==> src/rtl/ram_arbiter_pkg.sv <==
// Shared types and helpers for the two-port RAM arbiter.
package ram_arbiter_pkg;

  // Arbiter control states: normal arbitration, or the write half of a
  // read-modify-write.
  typedef enum logic {
    ARB = 1'b0,
    RMW = 1'b1
  } state_t;

  // Requester identities, also used as bit indices into request/grant vectors.
  typedef enum logic {
    PORT_A = 1'b0,
    PORT_B = 1'b1
  } port_t;

  localparam int BYTE_W = 8;

  // Pick one byte of a merged word: the new byte when its enable is set,
  // otherwise the byte already stored in RAM.
  function automatic logic [BYTE_W-1:0] mergeByte(
    input logic [BYTE_W-1:0] oldByte,
    input logic [BYTE_W-1:0] newByte,
    input logic              take
  );
    return take ? newByte : oldByte;
  endfunction

endpackage

==> src/rtl/ram_arbiter_rr_arb2.sv <==
// Two-way round-robin picker. The pointer names the port that wins a tie and
// is moved to the other port whenever a grant is issued.
module rr_arb2
  import ram_arbiter_pkg::*;
(
  input  logic       i_clk,
  input  logic       i_rst_n,
  input  logic       i_en,
  input  logic [1:0] i_req,
  output logic [1:0] o_gnt
);

  port_t r_prio;

  // Combinational grant: lone requester wins, a tie goes to the pointer.
  always_comb begin
    o_gnt = 2'b00;
    if (i_en) begin
      if (i_req[PORT_A] && i_req[PORT_B]) begin
        o_gnt[r_prio] = 1'b1;
      end else if (i_req[PORT_A]) begin
        o_gnt[PORT_A] = 1'b1;
      end else if (i_req[PORT_B]) begin
        o_gnt[PORT_B] = 1'b1;
      end
    end
  end

  // Pointer points away from whichever port was just granted; A wins first.
  always_ff @(posedge i_clk or negedge i_rst_n) begin
    if (!i_rst_n) begin
      r_prio <= PORT_A;
    end else if (o_gnt[PORT_A]) begin
      r_prio <= PORT_B;
    end else if (o_gnt[PORT_B]) begin
      r_prio <= PORT_A;
    end
  end

endmodule

==> src/rtl/ram_arbiter.sv <==
// Arbitrates a read-only fetch port (A) and a load/store port (B) onto one
// single-port synchronous write-first RAM. Partial-byte stores are done as a
// read in the grant cycle followed by a merged write in an RMW cycle.
module ram_arbiter
  import ram_arbiter_pkg::*;
#(
  parameter  int DEPTH      = 2**16,
  parameter  int DATA_WIDTH = 32,
  localparam int AW         = $clog2(DEPTH),
  localparam int BW         = DATA_WIDTH / 8
) (
  input  logic                  i_clk,
  input  logic                  i_rst_n,
  input  logic                  i_a_req,
  input  logic [AW-1:0]         i_a_addr,
  output logic                  o_a_gnt,
  output logic                  o_a_rvalid,
  output logic [DATA_WIDTH-1:0] o_a_rdata,
  input  logic                  i_b_req,
  input  logic                  i_b_we,
  input  logic [BW-1:0]         i_b_be,
  input  logic [AW-1:0]         i_b_addr,
  input  logic [DATA_WIDTH-1:0] i_b_wdata,
  output logic                  o_b_gnt,
  output logic                  o_b_rvalid,
  output logic [DATA_WIDTH-1:0] o_b_rdata,
  output logic [AW-1:0]         o_ram_addr,
  output logic [DATA_WIDTH-1:0] o_ram_data,
  output logic                  o_ram_we,
  input  logic [DATA_WIDTH-1:0] i_ram_data
);

  state_t                r_state;
  state_t                w_nextState;
  logic [AW-1:0]         r_rmwAddr;
  logic [BW-1:0]         r_rmwBe;
  logic [DATA_WIDTH-1:0] r_rmwData;
  logic                  r_aValid;
  logic                  r_bValid;
  logic [DATA_WIDTH-1:0] r_aHold;
  logic [DATA_WIDTH-1:0] r_bHold;
  logic [1:0]            w_req;
  logic [1:0]            w_gnt;
  logic                  w_arbEn;
  logic                  w_bFull;
  logic                  w_bPartial;
  logic                  w_startRmw;
  logic [DATA_WIDTH-1:0] w_merged;

  // Grants are only possible while arbitrating and out of reset, so nothing
  // is accepted during reset or during the RMW write cycle.
  assign w_req      = {i_b_req, i_a_req};
  assign w_arbEn    = (r_state == ARB) && i_rst_n;
  assign o_a_gnt    = w_gnt[PORT_A];
  assign o_b_gnt    = w_gnt[PORT_B];
  assign w_bFull    = &i_b_be;
  assign w_bPartial = (|i_b_be) && !w_bFull;
  assign w_startRmw = w_gnt[PORT_B] && i_b_we && w_bPartial;

  rr_arb2 u_rrArb (
    .i_clk   (i_clk),
    .i_rst_n (i_rst_n),
    .i_en    (w_arbEn),
    .i_req   (w_req),
    .o_gnt   (w_gnt)
  );

  // Merge the latched store bytes over the word read back in the grant cycle.
  always_comb begin
    w_merged = '0;
    for (int i = 0; i < BW; i++) begin
      w_merged[i*BYTE_W +: BYTE_W] = mergeByte(i_ram_data[i*BYTE_W +: BYTE_W],
                                               r_rmwData[i*BYTE_W +: BYTE_W],
                                               r_rmwBe[i]);
    end
  end

  // Next state and RAM-side drive; reads, full writes and empty-mask writes
  // stay in ARB, partial writes take one extra cycle in RMW.
  always_comb begin
    w_nextState = r_state;
    o_ram_we    = 1'b0;
    o_ram_addr  = i_a_addr;
    o_ram_data  = i_b_wdata;
    case (r_state)
      ARB: begin
        if (w_gnt[PORT_B]) begin
          o_ram_addr = i_b_addr;
          if (i_b_we && w_bFull) begin
            o_ram_we = 1'b1;
          end else if (w_startRmw) begin
            w_nextState = RMW;
          end
        end
      end
      RMW: begin
        o_ram_we    = 1'b1;
        o_ram_addr  = r_rmwAddr;
        o_ram_data  = w_merged;
        w_nextState = ARB;
      end
      default: begin
        w_nextState = ARB;
      end
    endcase
  end

  // State register; reset drops straight back to ARB, aborting any RMW.
  always_ff @(posedge i_clk or negedge i_rst_n) begin
    if (!i_rst_n) begin
      r_state <= ARB;
    end else begin
      r_state <= w_nextState;
    end
  end

  // Capture the partial store so the merge can happen next cycle.
  always_ff @(posedge i_clk or negedge i_rst_n) begin
    if (!i_rst_n) begin
      r_rmwAddr <= '0;
      r_rmwBe   <= '0;
      r_rmwData <= '0;
    end else if (w_startRmw) begin
      r_rmwAddr <= i_b_addr;
      r_rmwBe   <= i_b_be;
      r_rmwData <= i_b_wdata;
    end
  end

  // Read return: valid one cycle after the grant, data held afterwards.
  always_ff @(posedge i_clk or negedge i_rst_n) begin
    if (!i_rst_n) begin
      r_aValid <= 1'b0;
      r_bValid <= 1'b0;
      r_aHold  <= '0;
      r_bHold  <= '0;
    end else begin
      r_aValid <= w_gnt[PORT_A];
      r_bValid <= w_gnt[PORT_B] && !i_b_we;
      if (r_aValid) begin
        r_aHold <= i_ram_data;
      end
      if (r_bValid) begin
        r_bHold <= i_ram_data;
      end
    end
  end

  assign o_a_rvalid = r_aValid;
  assign o_b_rvalid = r_bValid;
  assign o_a_rdata  = r_aValid ? i_ram_data : r_aHold;
  assign o_b_rdata  = r_bValid ? i_ram_data : r_bHold;

endmodule

==> config.mk <==
export PLATFORM = sky130hd
export DESIGN_NAME = ram_arbiter
export DESIGN_NICKNAME = d
export VERILOG_FILES = /design/src/rtl/ram_arbiter_pkg.sv /design/src/rtl/ram_arbiter_rr_arb2.sv /design/src/rtl/ram_arbiter.sv
export SDC_FILE = /design/constraint.sdc
export NUM_CORES = 1
export LEC_CHECK = 0
export ABC_AREA = 0
export BUFFER_PORTS_ARGS = -buffer_cell sky130_fd_sc_hd__buf_2
export CAP_MARGIN = 20
export CORE_MARGIN = 3
export CORE_UTILIZATION = 49
export DETAILED_ROUTE_END_ITERATION = 8
export PLACE_DENSITY = 0.81
export SYNTH_ARGS = -nofsm -noshare
export SYNTH_HDL_FRONTEND = slang
export SYNTH_SLANG_ARGS = --single-unit
==> constraint.sdc <==
create_clock -name i_clk -period 2.8 [get_ports i_clk]
set_input_delay 0.84 -clock i_clk [delete_from_list [all_inputs] [get_ports i_clk]]
set_output_delay 0.84 -clock i_clk [all_outputs]
set_load 0.01 [all_outputs]
Yosys cells after proc, flatten, opt, wreduce, memory -nomap -nowiden
Index checks and enable logic that the tools add are counted.
Widths: inputs -> output; s select.

word-level totals
  input port bits = 105
  flip-flop bits (word level) = 120

operators by class
  bitwise gates (word level) = 1
  mux-type cells = 25
  magnitude comparators = 2
  reduce and logical (&&, ||, !) cells = 13

operators by type and width
  cell                count
  $mux 32             3
  $mux 8              4
  $pmux 16 s2         1
  $mux 16             1
  $mux 1              11
  $logic_and 1x1->1   8
  $mux 2              2
  $pmux 1 s2          2
  $reduce_and 4->1    1
  $reduce_or 4->1     1
  $logic_not 1->1     2
  $lt 1x2->1 const B  1
  $reduce_bool 2->1   1
  $demux 1 s1         1
  $ge 1x1->1 const B  1
  $not 1->1           1

Depth between registers and ports, before layout
Gate-level depths: netlist of run 1.

  depth after elaboration = 12
  gate-level depth with buffers = 7

Cells and area by module
A second synthesis of run 1 with hierarchy kept.

unflattened totals
  cell total of the unflattened synthesis = 426
  area total of the unflattened synthesis = 5,669.2 sq um

modules (own cells, without submodules)
  module       area an instance (sq um)  cells each  instances  seq. area each (sq um)
  ram_arbiter  5,607.9                   418         1          2,977.9
  rr_arb2      61.3                      8           1          25.0

Least setup slack after synthesis of run 1
OpenSTA, ideal clock, no wires.

  path type = input port to output port
  from = input i_b_req
  to = output o_ram_addr[10]
  stages on the path = 6
  data arrival time = 2.132 ns
  setup slack = -0.172 ns
  path buffers = 3
  cells stage by stage = and3b_1 -> buf_2 -> and2_1 -> clkbuf_1 -> buf_2 -> o311ai_0

between the ends
  cells in the longest elaborated chain, start to end = 6
  elaborated cells between the ends (all ways) = 7
  those cells by class = mux: 6; reduce/logical: 1

ends and longest elaborated chain
  what               RTL line                   source
  start, declared    ram_arbiter.sv:19          input logic i_b_req,
  $mux 1             ram_arbiter_rr_arb2.sv:23  end else if (i_req[PORT_B]) begin
  $mux 1             ram_arbiter_rr_arb2.sv:21  end else if (i_req[PORT_A]) begin
  $mux 2 *           ram_arbiter_rr_arb2.sv:19  if (i_req[PORT_A] && i_req[PORT_B]) begin
  $mux 2 *           ram_arbiter_rr_arb2.sv:18  if (i_en) begin
  named net o_b_gnt  ram_arbiter.sv:24          output logic o_b_gnt,
  $mux 16 *          ram_arbiter.sv:87          if (w_gnt[PORT_B]) begin
  $pmux 16 s2 *      ram_arbiter.sv:85          case (r_state)
  end, declared      ram_arbiter.sv:27          output logic [AW-1:0] o_ram_addr,

Mark *: on every way through the listed nets, which the timed path passes. The rest lies on a longest branch.

Final worst setup path of run 1
  from = input i_b_req
  to = output o_ram_addr[5]

between the ends
  cells in the longest elaborated chain, start to end = 6
  elaborated cells between the ends (all ways) = 7
  those cells by class = mux: 6; reduce/logical: 1

ends and longest elaborated chain
  what           RTL line
  $mux 1         ram_arbiter_rr_arb2.sv:23
  $mux 1         ram_arbiter_rr_arb2.sv:21
  $mux 2 *       ram_arbiter_rr_arb2.sv:19
  $mux 2 *       ram_arbiter_rr_arb2.sv:18
  $mux 16 *      ram_arbiter.sv:87
  $pmux 16 s2 *  ram_arbiter.sv:85

Every way passes the cells marked *; elsewhere a longest branch is shown, timed or not.

==> results.txt, run 1 <==
count of nets left with antenna violations after detail routing -> 0
max-capacitance violation count -> 0
maximum clock skew at final layout -> 0.006185 ns
number of filler instances in the final layout -> 811
clock tree from TritonCTS -> done
Worst Slack Setup Final -> 0.06943 ns
core outline area -> 10940 um^2
depth of the worst register-to-register path -> 5
fraction of power consumed by sequential logic -> 39.6%
top fanout value on the critical path -> 19
cell class contributing the biggest share of worst-path delay -> simple AND/OR/NAND/NOR gates
Place WS -> -0.1140 ns
Bufs on Longest Clock Path -> 2
ys async rst share -> 100.0%
# H-tree levels -> 4
net total in the final layout -> 769
launch point of the worst reg-to-reg path -> r_state
combinational group share of total power -> 22.7%
chain of cells forming the critical path -> buf_2 -> and3b_1 -> and2_4 -> o311ai_0 -> buf_2
Die H -> 112.3 um
finished layout cell area -> 7420 um^2
CP Depth -> 5
static leakage -> 0.003628 uW
leading cell types by count after synthesis -> 120 x sky130_fd_sc_hd__dfrtp_1, 109 x sky130_fd_sc_hd__mux2_2, 33 x sky130_fd_sc_hd__a21oi_1, 33 x sky130_fd_sc_hd__mux2i_1, 32 x sky130_fd_sc_hd__nor2_1
part of the Yosys area used for sequential elements -> 54.19%
required time of the critical path -> 1.96 ns
count of vias placed by the detailed router -> 4327
nets in the synthesized netlist -> 547
placed cell count -> 783
final-layout setup total negative slack -> 0 ns
number of buffers and inverters on the critical path -> 2
RSZ-0062 raised after global routing -> false
launch point of the critical path -> i_b_req
number of port buffers -> 221
Total GRT Usage -> 21.99%
type of element launching the critical path -> input pin
area of the die -> 12620 um^2
count of mapped cells out of synthesis -> 442
share of total power in the clock network -> 37.7%
post-DR vias/cell -> 5.303
switching share of total power -> 27.06%
Crit path top cell by count -> sky130_fd_sc_hd__buf_2
HPWL after detailed placement -> 10280 um
post-synthesis register bit count -> 120
number of remaining DRC errors -> 0
first drt pass iteration count -> 5
Least-Margin Pin Slew -> 0.8127 ns
largest net degree at the start of global routing -> 65
number of enable-type register cells in the synthesized netlist -> 0
Inserted Clock Buffers -> 17
arrival time of data at the critical path endpoint -> 1.89 ns
root cell of the clock tree -> sky130_fd_sc_hd__clkbuf_16
routed wire length -> 14000 um
number of ports placed on the die boundary -> 222
last weighted congestion value of the routability-driven placer -> 0.9335
antenna violations before repair -> 0
top cell type by total area after synthesis -> sky130_fd_sc_hd__dfrtp_1
antenna cells -> 0
CTS clock-pin slew for the worst setup and hold paths -> 0.05 ns
placed standard-cell area -> 6774 um^2
cell at the slowest stage of the critical path -> sky130_fd_sc_hd__o311ai_0
syn avg cell area -> 12.54 um^2
insertion delay of the later-clocked pin in the worst-skew pair -> 0.40 ns
number of distinct library cells after synthesis -> 24
internal cell power -> 4428 uW
Final Max Tran Viols -> 0
start-to-end type of the worst setup path -> input pin to output pin
Yosys top cell area share -> 54.19%
Final setup violation count -> 0
final cell count without fillers -> 816
final critical path time including I/O delays and setup -> 2.731 ns
dominant cell by count in the synthesized netlist -> sky130_fd_sc_hd__dfrtp_1
Hold Crit Class -> input pin to asynchronous set/reset pin
row count -> 38
synthesized area -> 5542 um^2
FMAX -> 366.2 MHz
hold violation count in the final report -> 0
global-route congestion overflow total -> 0
status -> finished, final reports clean
number of global-route vias before repair -> 4539
power spent charging and discharging nets -> 1643 uW
wire per inst -> 17.16 um
sort of element at the end of the critical path -> output pin
delay of the slowest critical-path stage -> 0.32 ns
cell types occupying the most area after synthesis -> sky130_fd_sc_hd__dfrtp_1 54%, sky130_fd_sc_hd__mux2_2 22%, sky130_fd_sc_hd__mux2i_1 6.0%
# hold bufs at CTS -> 0
fraction of final layout cells with drive strength greater than 1 -> 56.51%
Peak VDD IR -> 0.0005576 V
commonest register cell after synthesis -> sky130_fd_sc_hd__dfrtp_1
floorplan die width -> 112.3 um
initial DRC count -> 229
power density normalized to cell area -> 818.2 nW/um^2
worst rel slew slack -> 45.82%
total number of clock tree sinks -> 120
area grow syn2layout -> 33.89%
period utilization -> 97.52%
initial core utilization -> 50.68%
total of warnings raised by yosys -> 0
global-route wire length before repair -> 22160 um
==> cells by family (layout without fill, tap and decap cells) <==
family / count (synthesis) / in the layout / share of synthesized area, %
AO/OA/AOI/OAI: 50 / 50 / 5.667
AND/OR/NAND/NOR: 73 / 73 / 6.458
multiplexers: 149 / 149 / 29.53
flip-flops: 120 / 120 / 54.19
buffers and inverters: 50 / 284 / 4.154
==> per-layer routing <==
metal | wire length, um | GRT usage, % | vias up
li1 | - | - | 2021
met1 | 5712 | 26.45 | 2112
met2 | 7121 | 38.02 | 172
met3 | 905 | 5.768 | 22
met4 | 260 | 8.253 | 0
met5 | 0 | 0 | -
==> state kept, by name, summed over array words and instances, names as in the netlist <==
name	cells
r_rmwBe	4
r_state	1
r_rmwData	32
o_b_rvalid	1
o_a_rvalid	1
r_rmwAddr	16
u_rrArb.r_prio	1
r_bHold	32
r_aHold	32
==> power by group through the flow <==
stage / registers [uW] / clock network (uW) / logic (uW)
6_report: 2400 / 2290 / 1380
5_1_grt: 2460 / 2410 / 1500
4_1_cts: 2410 / 2330 / 1400
3_5_place_dp: 2440 / 0 / 1390
3_3_place_gp: 2400 / 0 / 1340
2_1_floorplan: 2300 / 0 / 935
==> placed cells by master (no fill, tap or decap), drive strengths merged <==
master,netlist,layout
buf,15,237
dfrtp,120,120
mux2,116,116
mux2i,33,33
a21oi,33,33
nor2,32,32
clkbuf,19,19
inv,16,16
nand3,16,16
nand2,16,16
o311ai,16,16
clkinv,0,5
bufinv,0,4
clkinvlp,0,3
nand2b,1,1
and3b,1,1
and2,1,1
nor2b,1,1
nand3b,1,1
nand4b,1,1
nor4,1,1
and4,1,1
nor4b,1,1
a31o,1,1
==> repair_timing <==
action	CTS	global route
gates resized for setup	2	2
endpoints found under the setup margin	18	2
setup buffers	2	0
==> layout make-up <==
cell class / count / area, um^2 / share of cell area, %
timing repair buffer: 237 / 1241 / 16.73
inverter: 16 / 60.06 / 0.8094
clock buffer: 19 / 452.9 / 6.105
tap: 140 / 175.2 / 2.361
multi-input combinational: 272 / 2311 / 31.15
sequential: 120 / 3004 / 40.49
clock inverter: 12 / 175.2 / 2.361
==> final timing paths <==
kind,end,slack (ns)
min in group i_clk,r_bHold[21],0.49
hold reg to reg,r_bHold[21],0.49
setup / recovery,o_ram_addr[5],0.07
max in group asynchronous,r_aHold[2],1.43
hold / removal,r_rmwAddr[0],0.36
setup reg to reg,r_rmwData[22],0.84
==> stage by stage <==
| stage | hold WS (ns) | utilization [%] | total power, uW |
|---|---|---|---|
| final | 0.3599 | 67.85 | 6070 |
| after global routing | 0.3481 | 67.85 | 6370 |
| after CTS | 0.3372 | 67.85 | 6134 |
| after detailed placement | 0.4826 | 61.95 | 3823 |
| after global placement | 0.4695 | 61.95 | 3737 |
| after floorplan | 0.4579 | - | 3237 |
No activity file was read; power rests on OpenSTA's default activity.
==> run 2, diff against run 1 <==
--- a/config.mk
+++ b/config.mk
@@ -5,11 +5,11 @@
 export SDC_FILE = /design/constraint.sdc
 export NUM_CORES = 1
 export LEC_CHECK = 0
-export ABC_AREA = 0
+export ABC_AREA = 1
 export BUFFER_PORTS_ARGS = -buffer_cell sky130_fd_sc_hd__buf_2
 export CAP_MARGIN = 20
 export CORE_MARGIN = 3
-export CORE_UTILIZATION = 49
+export CORE_UTILIZATION = 50
 export DETAILED_ROUTE_END_ITERATION = 8
 export PLACE_DENSITY = 0.81
 export SYNTH_ARGS = -nofsm -noshare
==> run 2 against run 1 <==
Net effect:
- hold slack better by 0.17 ns
- highest routed layer unchanged
- clock skew increased by 0.0034 ns
- sequential power hardly changed
==> results.txt, run 2 <==
number of ports placed on the die boundary -> 222 (unchanged)
xor/xnor share of the synthesized area -> 0% (unchanged)
number of distinct library cells after synthesis -> 17 (-29%)
HPWL after detailed placement -> 12170 um (+18%)
depth of the worst register-to-register path -> 6 (+1)
status -> finished, final reports clean
arrival time of data at the critical path endpoint -> 1.82 ns (-0.07 ns)
global-route wire length before repair -> 27410 um (+24%)
total number of clock tree sinks -> 120 (unchanged)
commonest register cell after synthesis -> sky130_fd_sc_hd__dfrtp_1
final cell count without fillers -> 1157 (+42%)
final critical path time including I/O delays and setup -> 2.665 ns (-0.06591 ns)
post-DR vias/cell -> 5.189 (-2.1%)
internal cell power -> 4309 uW (-2.7%)
placed cell count -> 1127 (+44%)
Final setup violation count -> 0 (unchanged)
# H-tree levels -> 4 (unchanged)
antenna cells -> 0 (unchanged)
initial core utilization -> 52.15% (+1.5 points)
static leakage -> 0.004286 uW (+18%)
dominant cell by count in the synthesized netlist -> sky130_fd_sc_hd__nand2_1
number of remaining DRC errors -> 0 (unchanged)
area used by sequential logic in the layout -> 3007 um^2 (about the same)
worst rel slew slack -> 37.10% (-8.7 points)
area grow syn2layout -> 30.43%
floorplan die width -> 116.3 um (+3.5%)
number of filler instances in the final layout -> 942 (+16%)
post-synthesis register bit count -> 120 (unchanged)
Yosys top cell area share -> 49.37% (-4.8 points)
highest-count cells in the layout ignoring fill and taps -> 220 x sky130_fd_sc_hd__buf_2, 140 x sky130_fd_sc_hd__nand2_1, 117 x sky130_fd_sc_hd__dfrtp_1
period utilization -> 95.17% (-2.4 points)
compound-gate portion of the synthesized area -> 17.12% (+11 points)
count of vias placed by the detailed router -> 6004 (+39%)
row count -> 39 (+2.6%)
clock tree from TritonCTS -> done
fraction of final layout cells with drive strength greater than 1 -> 27.71% (-29 points)
largest net degree at the start of global routing -> 76 (+17%)
dominant combinational cell family by area after synthesis -> simple AND/OR/NAND/NOR gates
number of port buffers -> 221 (unchanged)
CTS clock-pin slew for the worst setup and hold paths -> 0.05 ns (about the same)
Peak VDD IR -> 0.0006252 V (+12%)
initial DRC count -> 487 (+110%)
insertion delay of the later-clocked pin in the worst-skew pair -> 0.41 ns (about the same)
max-capacitance violation count -> 0 (unchanged)
RSZ-0062 raised after global routing -> false
wire per inst -> 14.89 um (-13%)
worst hold stages -> 2
total of warnings raised by yosys -> 0 (unchanged)
first drt pass iteration count -> 7 (+2)
core outline area -> 11660 um^2 (+6.6%)
sort of element at the end of the critical path -> output pin
final-layout setup total negative slack -> 0 ns (unchanged)
net total in the final layout -> 1108 (+44%)
leading cell types by count after synthesis -> 141 x sky130_fd_sc_hd__nand2_1, 120 x sky130_fd_sc_hd__dfrtp_1, 105 x sky130_fd_sc_hd__inv_1
routed wire length -> 17230 um (+23%)
count of nets left with antenna violations after detail routing -> 0 (unchanged)
part of the Yosys area used for sequential elements -> 49.37% (-4.8 points)
share of total power in the clock network -> 35.7% (-2.0 points)
nets in the synthesized netlist -> 894 (+63%)
required time of the critical path -> 1.96 ns (about the same)
Total GRT Usage -> 25.48% (+3.5 points)
power density normalized to cell area -> 783.5 nW/um^2 (-4.2%)
root cell of the clock tree -> sky130_fd_sc_hd__clkbuf_16
Post-Route Utilization -> 68.02% (+0.17 points)
type of element launching the critical path -> input pin
start-to-end type of the worst setup path -> input pin to output pin
top fanout value on the critical path -> 19 (unchanged)
synthesized area -> 6082 um^2 (+9.8%)
Die H -> 116.3 um (+3.5%)
global-route congestion overflow total -> 0 (unchanged)
Least-Margin Pin Slew -> 0.9435 ns (+0.1308 ns)
combinational group share of total power -> 25.7% (+3.0 points)
cell types occupying the most area after synthesis -> sky130_fd_sc_hd__dfrtp_1 49%, sky130_fd_sc_hd__nand2_1 8.7%, sky130_fd_sc_hd__inv_1 6.5%
fraction of power consumed by sequential logic -> 38.7% (-0.9 points)
antenna violations before repair -> 0 (unchanged)
Hold Crit Class -> register to register
top cell type by total area after synthesis -> sky130_fd_sc_hd__dfrtp_1
number of enable-type register cells in the synthesized netlist -> 0 (unchanged)
Largest regs -> r_aHold: 32 flops, r_bHold: 32 flops, r_rmwData: 32 flops
most common library cell in the layout ignoring fill and taps -> sky130_fd_sc_hd__buf_2
Inserted Clock Buffers -> 17 (unchanged)
ys async rst share -> 100.0% (unchanged)
last weighted congestion value of the routability-driven placer -> 0.7867 (-16%)
power spent charging and discharging nets -> 1907 uW (+16%)
area of the die -> 13520 um^2 (+7.1%)
maximum clock skew at final layout -> 0.009590 ns (+0.003405 ns)
number of global-route vias before repair -> 5792 (+28%)
simple-gate share of the synthesized area -> 23.35% (+17 points)
hold violation count in the final report -> 0 (unchanged)
count of mapped cells out of synthesis -> 789 (+79%)
switching share of total power -> 30.68% (+3.6 points)
Post-CTS Resized -> 0 (-2)
Post-CTS Setup Bufs -> 0 (-2)
Final Max Tran Viols -> 0 (unchanged)
syn avg cell area -> 7.709 um^2 (-39%)
Bufs on Longest Clock Path -> 2 (unchanged)
portion of netlist area occupied by mux cells -> 0% (-30 points)
# hold bufs at CTS -> 0 (unchanged)
Multi-input gate area -> 2464 um^2 (+6.6%)
Post-Synth Adder-Cell Area -> 0% (unchanged)
FMAX -> 375.3 MHz (+2.5%)
run 2: logic make-up after synthesis:
kind of cell,after synthesis
AND/OR/NAND/NOR,330
AO/OA/AOI/OAI,182
buffers and inverters,157
flip-flops,120
run 2: routing by layer:
metal,global-route usage (%),wire length [um],up-vias
met5,0,0,-
met4,9.126,225,0
met3,5.699,1245,19
met2,42.79,8549,238
met1,32.46,7209,2814
li1,-,-,2933
run 2: cell type report:
type | count | area share (%)
timing repair buffer | 242 | 15.96
multi-input combinational | 512 | 31.06
clock buffer | 22 | 6.104
clock inverter | 8 | 1.514
sequential | 120 | 37.90
tap | 143 | 2.256
inverter | 110 | 5.205
run 2: critical path: stages:
cell                      delay [ns]
sky130_fd_sc_hd__buf_4          0.10
sky130_fd_sc_hd__inv_1          0.06
sky130_fd_sc_hd__nor2_4         0.17
sky130_fd_sc_hd__nand3_4        0.25
sky130_fd_sc_hd__nand2_1        0.14
sky130_fd_sc_hd__nand3_1        0.08
sky130_fd_sc_hd__nand2_1        0.06
sky130_fd_sc_hd__buf_2          0.12
run 2: final timing paths:
kind	start	to	slack (ns)
min in group asynchronous	i_rst_n	r_bHold[3]	0.57
max	i_rst_n	o_ram_addr[3]	0.14
min reg2reg	r_aHold[18]	r_aHold[18]	0.53
max in group asynchronous	i_rst_n	r_state	0.83
min	r_aHold[18]	r_aHold[18]	0.53
max reg2reg	r_state	r_rmwData[22]	1.10
run 2: per-stage QoR:
step	hold slack, ns	total power, uW	instance area, um^2	setup slack (ns)
after floorplan	0.5296	3354	6082	0.2377
after global placement	0.5152	3958	7328	0.1721
after detailed placement	0.5208	4013	7328	0.1421
after CTS	0.5280	6257	7933	0.1318
after global routing	0.5429	6592	7933	0.02505
final	0.5281	6215	7933	0.1353
run 2: power groups by stage:
stage | registers, uW | clock network [uW] | logic (uW)
floorplan | 2360 | 0 | 994
global placement | 2400 | 0 | 1560
detailed placement | 2420 | 0 | 1590
CTS | 2400 | 2250 | 1610
global route | 2450 | 2330 | 1810
finish | 2400 | 2220 | 1590
==> run 3, diff against run 2 <==
--- a/config.mk
+++ b/config.mk
@@ -8,7 +8,7 @@
 export ABC_AREA = 1
 export BUFFER_PORTS_ARGS = -buffer_cell sky130_fd_sc_hd__buf_2
 export CAP_MARGIN = 20
-export CORE_MARGIN = 3
+export CORE_MARGIN = 5
 export CORE_UTILIZATION = 50
 export DETAILED_ROUTE_END_ITERATION = 8
 export PLACE_DENSITY = 0.81
==> run 3 against run 2 <==
Net effect:
- critical endpoint is now o_ram_addr[1]
- via count fell by 1.2%
- largest power group unchanged
- critical path depth unchanged
- largest cell class unchanged
- sequential power barely moved
- clock skew decreased by 0.0041 ns
- first-iteration DRC count shrank 1.8%
- final cell count increased by 0.35%
- global-route usage shrank 1.1 points
- core utilization shrank 1.2 points
- combinational power hardly changed
- hold slack got worse by 0.00090 ns
==> results.txt, run 3 (synthesis gave the netlist of run 2 again) <==
status -> finished, final reports clean
period utilization -> 95.65% (+0.48 points)
switching share of total power -> 30.51% (-0.16 points)
arrival time of data at the critical path endpoint -> 1.84 ns (+0.02 ns)
launch point of the worst reg-to-reg path -> r_state
row count -> 40 (+2.6%)
global-route congestion overflow total -> 0 (unchanged)
cell class contributing the biggest share of worst-path delay -> simple AND/OR/NAND/NOR gates
startpoint of the lowest-slack hold path -> r_bHold[27]
fraction of final layout cells with drive strength greater than 1 -> 27.71% (unchanged)
static leakage -> 0.004313 uW (+0.64%)
number of global-route vias before repair -> 5696 (-1.7%)
Post-CTS Setup Bufs -> 0 (unchanged)
Final Max Tran Viols -> 0 (unchanged)
max-capacitance violation count -> 0 (unchanged)
highest-count cells in the layout ignoring fill and taps -> 220 x sky130_fd_sc_hd__buf_2, 140 x sky130_fd_sc_hd__nand2_1, 117 x sky130_fd_sc_hd__dfrtp_1
start-to-end type of the worst setup path -> input pin to output pin
worst hold stages -> 2 (unchanged)
number of port buffers -> 221 (unchanged)
Post-CTS Resized -> 0 (unchanged)
most common library cell in the layout ignoring fill and taps -> sky130_fd_sc_hd__buf_2
insertion delay of the later-clocked pin in the worst-skew pair -> 0.41 ns (about the same)
sort of element at the end of the critical path -> output pin
Total GRT Usage -> 24.39% (-1.1 points)
number of ports placed on the die boundary -> 222 (unchanged)
number of filler instances in the final layout -> 1007 (+6.9%)
top fanout value on the critical path -> 19 (unchanged)
RSZ-0062 raised after global routing -> false
fraction of power consumed by sequential logic -> 37.6% (-1.1 points)
Min-Delay Endpoint -> r_bHold[27]
last weighted congestion value of the routability-driven placer -> 0.8011 (+1.8%)
combinational group share of total power -> 25.2% (-0.5 points)
area grow syn2layout -> 31.41%
depth of the worst register-to-register path -> 6 (unchanged)
initial DRC count -> 478 (-1.8%)
# hold bufs at CTS -> 0 (unchanged)
global-route wire length before repair -> 28280 um (+3.2%)
number of buffers and inverters on the critical path -> 3 (unchanged)
Die H -> 120.3 um (+3.4%)
final-layout setup total negative slack -> 0 ns (unchanged)
area of the die -> 14470 um^2 (+7.0%)
Bufs on Longest Clock Path -> 2 (unchanged)
largest net degree at the start of global routing -> 70 (-7.9%)
wire per inst -> 14.95 um (+0.37%)
core outline area -> 11960 um^2 (+2.6%)
internal cell power -> 4429 uW (+2.8%)
count of vias placed by the detailed router -> 5929 (-1.2%)
Least-Margin Pin Slew -> 0.8637 ns (-0.07974 ns)
HPWL after detailed placement -> 12210 um (+0.33%)
power density normalized to cell area -> 797.5 nW/um^2 (+1.8%)
end of the worst register-to-register path -> r_rmwData[8]
first drt pass iteration count -> 5 (-2)
post-DR vias/cell -> 5.107 (-1.6%)
hold violation count in the final report -> 0 (unchanged)
net total in the final layout -> 1107 (-0.090%)
maximum clock skew at final layout -> 0.005532 ns (-0.004058 ns)
Inserted Clock Buffers -> 17 (unchanged)
type of element launching the critical path -> input pin
delay of the slowest critical-path stage -> 0.26 ns (about the same)
cell at the slowest stage of the critical path -> sky130_fd_sc_hd__nand3_4
count of nets left with antenna violations after detail routing -> 0 (unchanged)
antenna violations before repair -> 0 (unchanged)
initial core utilization -> 50.85% (-1.3 points)
power spent charging and discharging nets -> 1945 uW (+2.0%)
Largest regs -> r_aHold: 32 flops, r_bHold: 32 flops, r_rmwData: 32 flops
antenna cells -> 0 (unchanged)
total number of clock tree sinks -> 120 (unchanged)
final critical path time including I/O delays and setup -> 2.678 ns (+0.01350 ns)
worst rel slew slack -> 42.42% (+5.3 points)
r2r setup slk -> 1.13 ns (+0.03 ns)
number of remaining DRC errors -> 0 (unchanged)
share of total power in the clock network -> 37.2% (+1.5 points)
worst hold slack -> 0.5272 ns (-0.0008990 ns)
Final setup violation count -> 0 (unchanged)
chain of cells forming the critical path -> buf_4 -> inv_1 -> nor2_4 -> nand3_4 -> nand2_1 -> nand3_1 -> nand2_1 -> buf_2
root cell of the clock tree -> sky130_fd_sc_hd__clkbuf_16
floorplan die width -> 120.3 um (+3.4%)
routed wire length -> 17350 um (+0.71%)
Peak VDD IR -> 0.0004780 V (-24%)
clock tree from TritonCTS -> done
CTS clock-pin slew for the worst setup and hold paths -> 0.05 ns (about the same)
FMAX -> 373.4 MHz (-0.50%)
Hold Crit Class -> register to register
# H-tree levels -> 4 (unchanged)
Crit path top cell by count -> sky130_fd_sc_hd__nand2_1
required time of the critical path -> 1.96 ns (about the same)
-- run 3: worst max path at each step --
stage	start	endpoint	slack, ns	depth (start not counted)
finish	i_rst_n	o_ram_addr[1]	0.12	8
global route	i_rst_n	o_ram_addr[1]	0.0004	8
CTS	i_rst_n	o_ram_addr[3]	0.10	8
detailed placement	i_rst_n	o_ram_addr[3]	0.11	8
global placement	i_rst_n	o_ram_addr[11]	0.13	8
floorplan	i_rst_n	o_ram_we	0.24	5
-- run 3: power by group through the flow --
stage / registers (uW) / logic, uW / clock network, uW
after floorplan: 2360 / 994 / 0
after global placement: 2400 / 1570 / 0
after detailed placement: 2410 / 1610 / 0
after CTS: 2390 / 1630 / 2400
after global routing: 2450 / 1820 / 2480
final: 2390 / 1610 / 2370
-- run 3: metrics by stage --
stage                     util [%]  cell area (um^2)  instances  power, uW  setup WS, ns
after floorplan                  -              6082        789       3354        0.2377
after global placement       61.45              7351       1130       3971        0.1265
after detailed placement     61.45              7351       1130       4023        0.1072
after CTS                    66.82              7993       1161       6415        0.1048
after global routing         66.82              7993       1161       6751     0.0004028
final                        66.82              7993       1161       6374        0.1218
-- run 3: layout make-up --
class / instances / area (um^2) / area share, %
Sequential cell: 120 / 3007 / 37.62
Multi-Input combinational cell: 512 / 2464 / 30.82
Timing Repair Buffer: 241 / 1284 / 16.06
Clock buffer: 19 / 442.9 / 5.542
Inverter: 110 / 412.9 / 5.166
Clock inverter: 12 / 198.9 / 2.489
Tap cell: 147 / 183.9 / 2.301
-- run 3: routing by layer --
metal / GRT usage [%] / vias to the layer above / share of wire, %
met5: 0 / - / 0
met4: 7.365 / 0 / 1.4
met3: 6.408 / 25 / 6.5
met2: 39.69 / 200 / 48
met1: 32.20 / 2765 / 44
li1: - / 2939 / -
-- run 3: worst reg2reg max path: cells and delay by family (launching register included) --
kind / cells / cell delay, ns
AOI/OAI and AO/OA: 1 / 0.23
buffers and inverters: 2 / 0.52
DFF: 1 / 0.43
and+or+nand+nor: 3 / 0.37
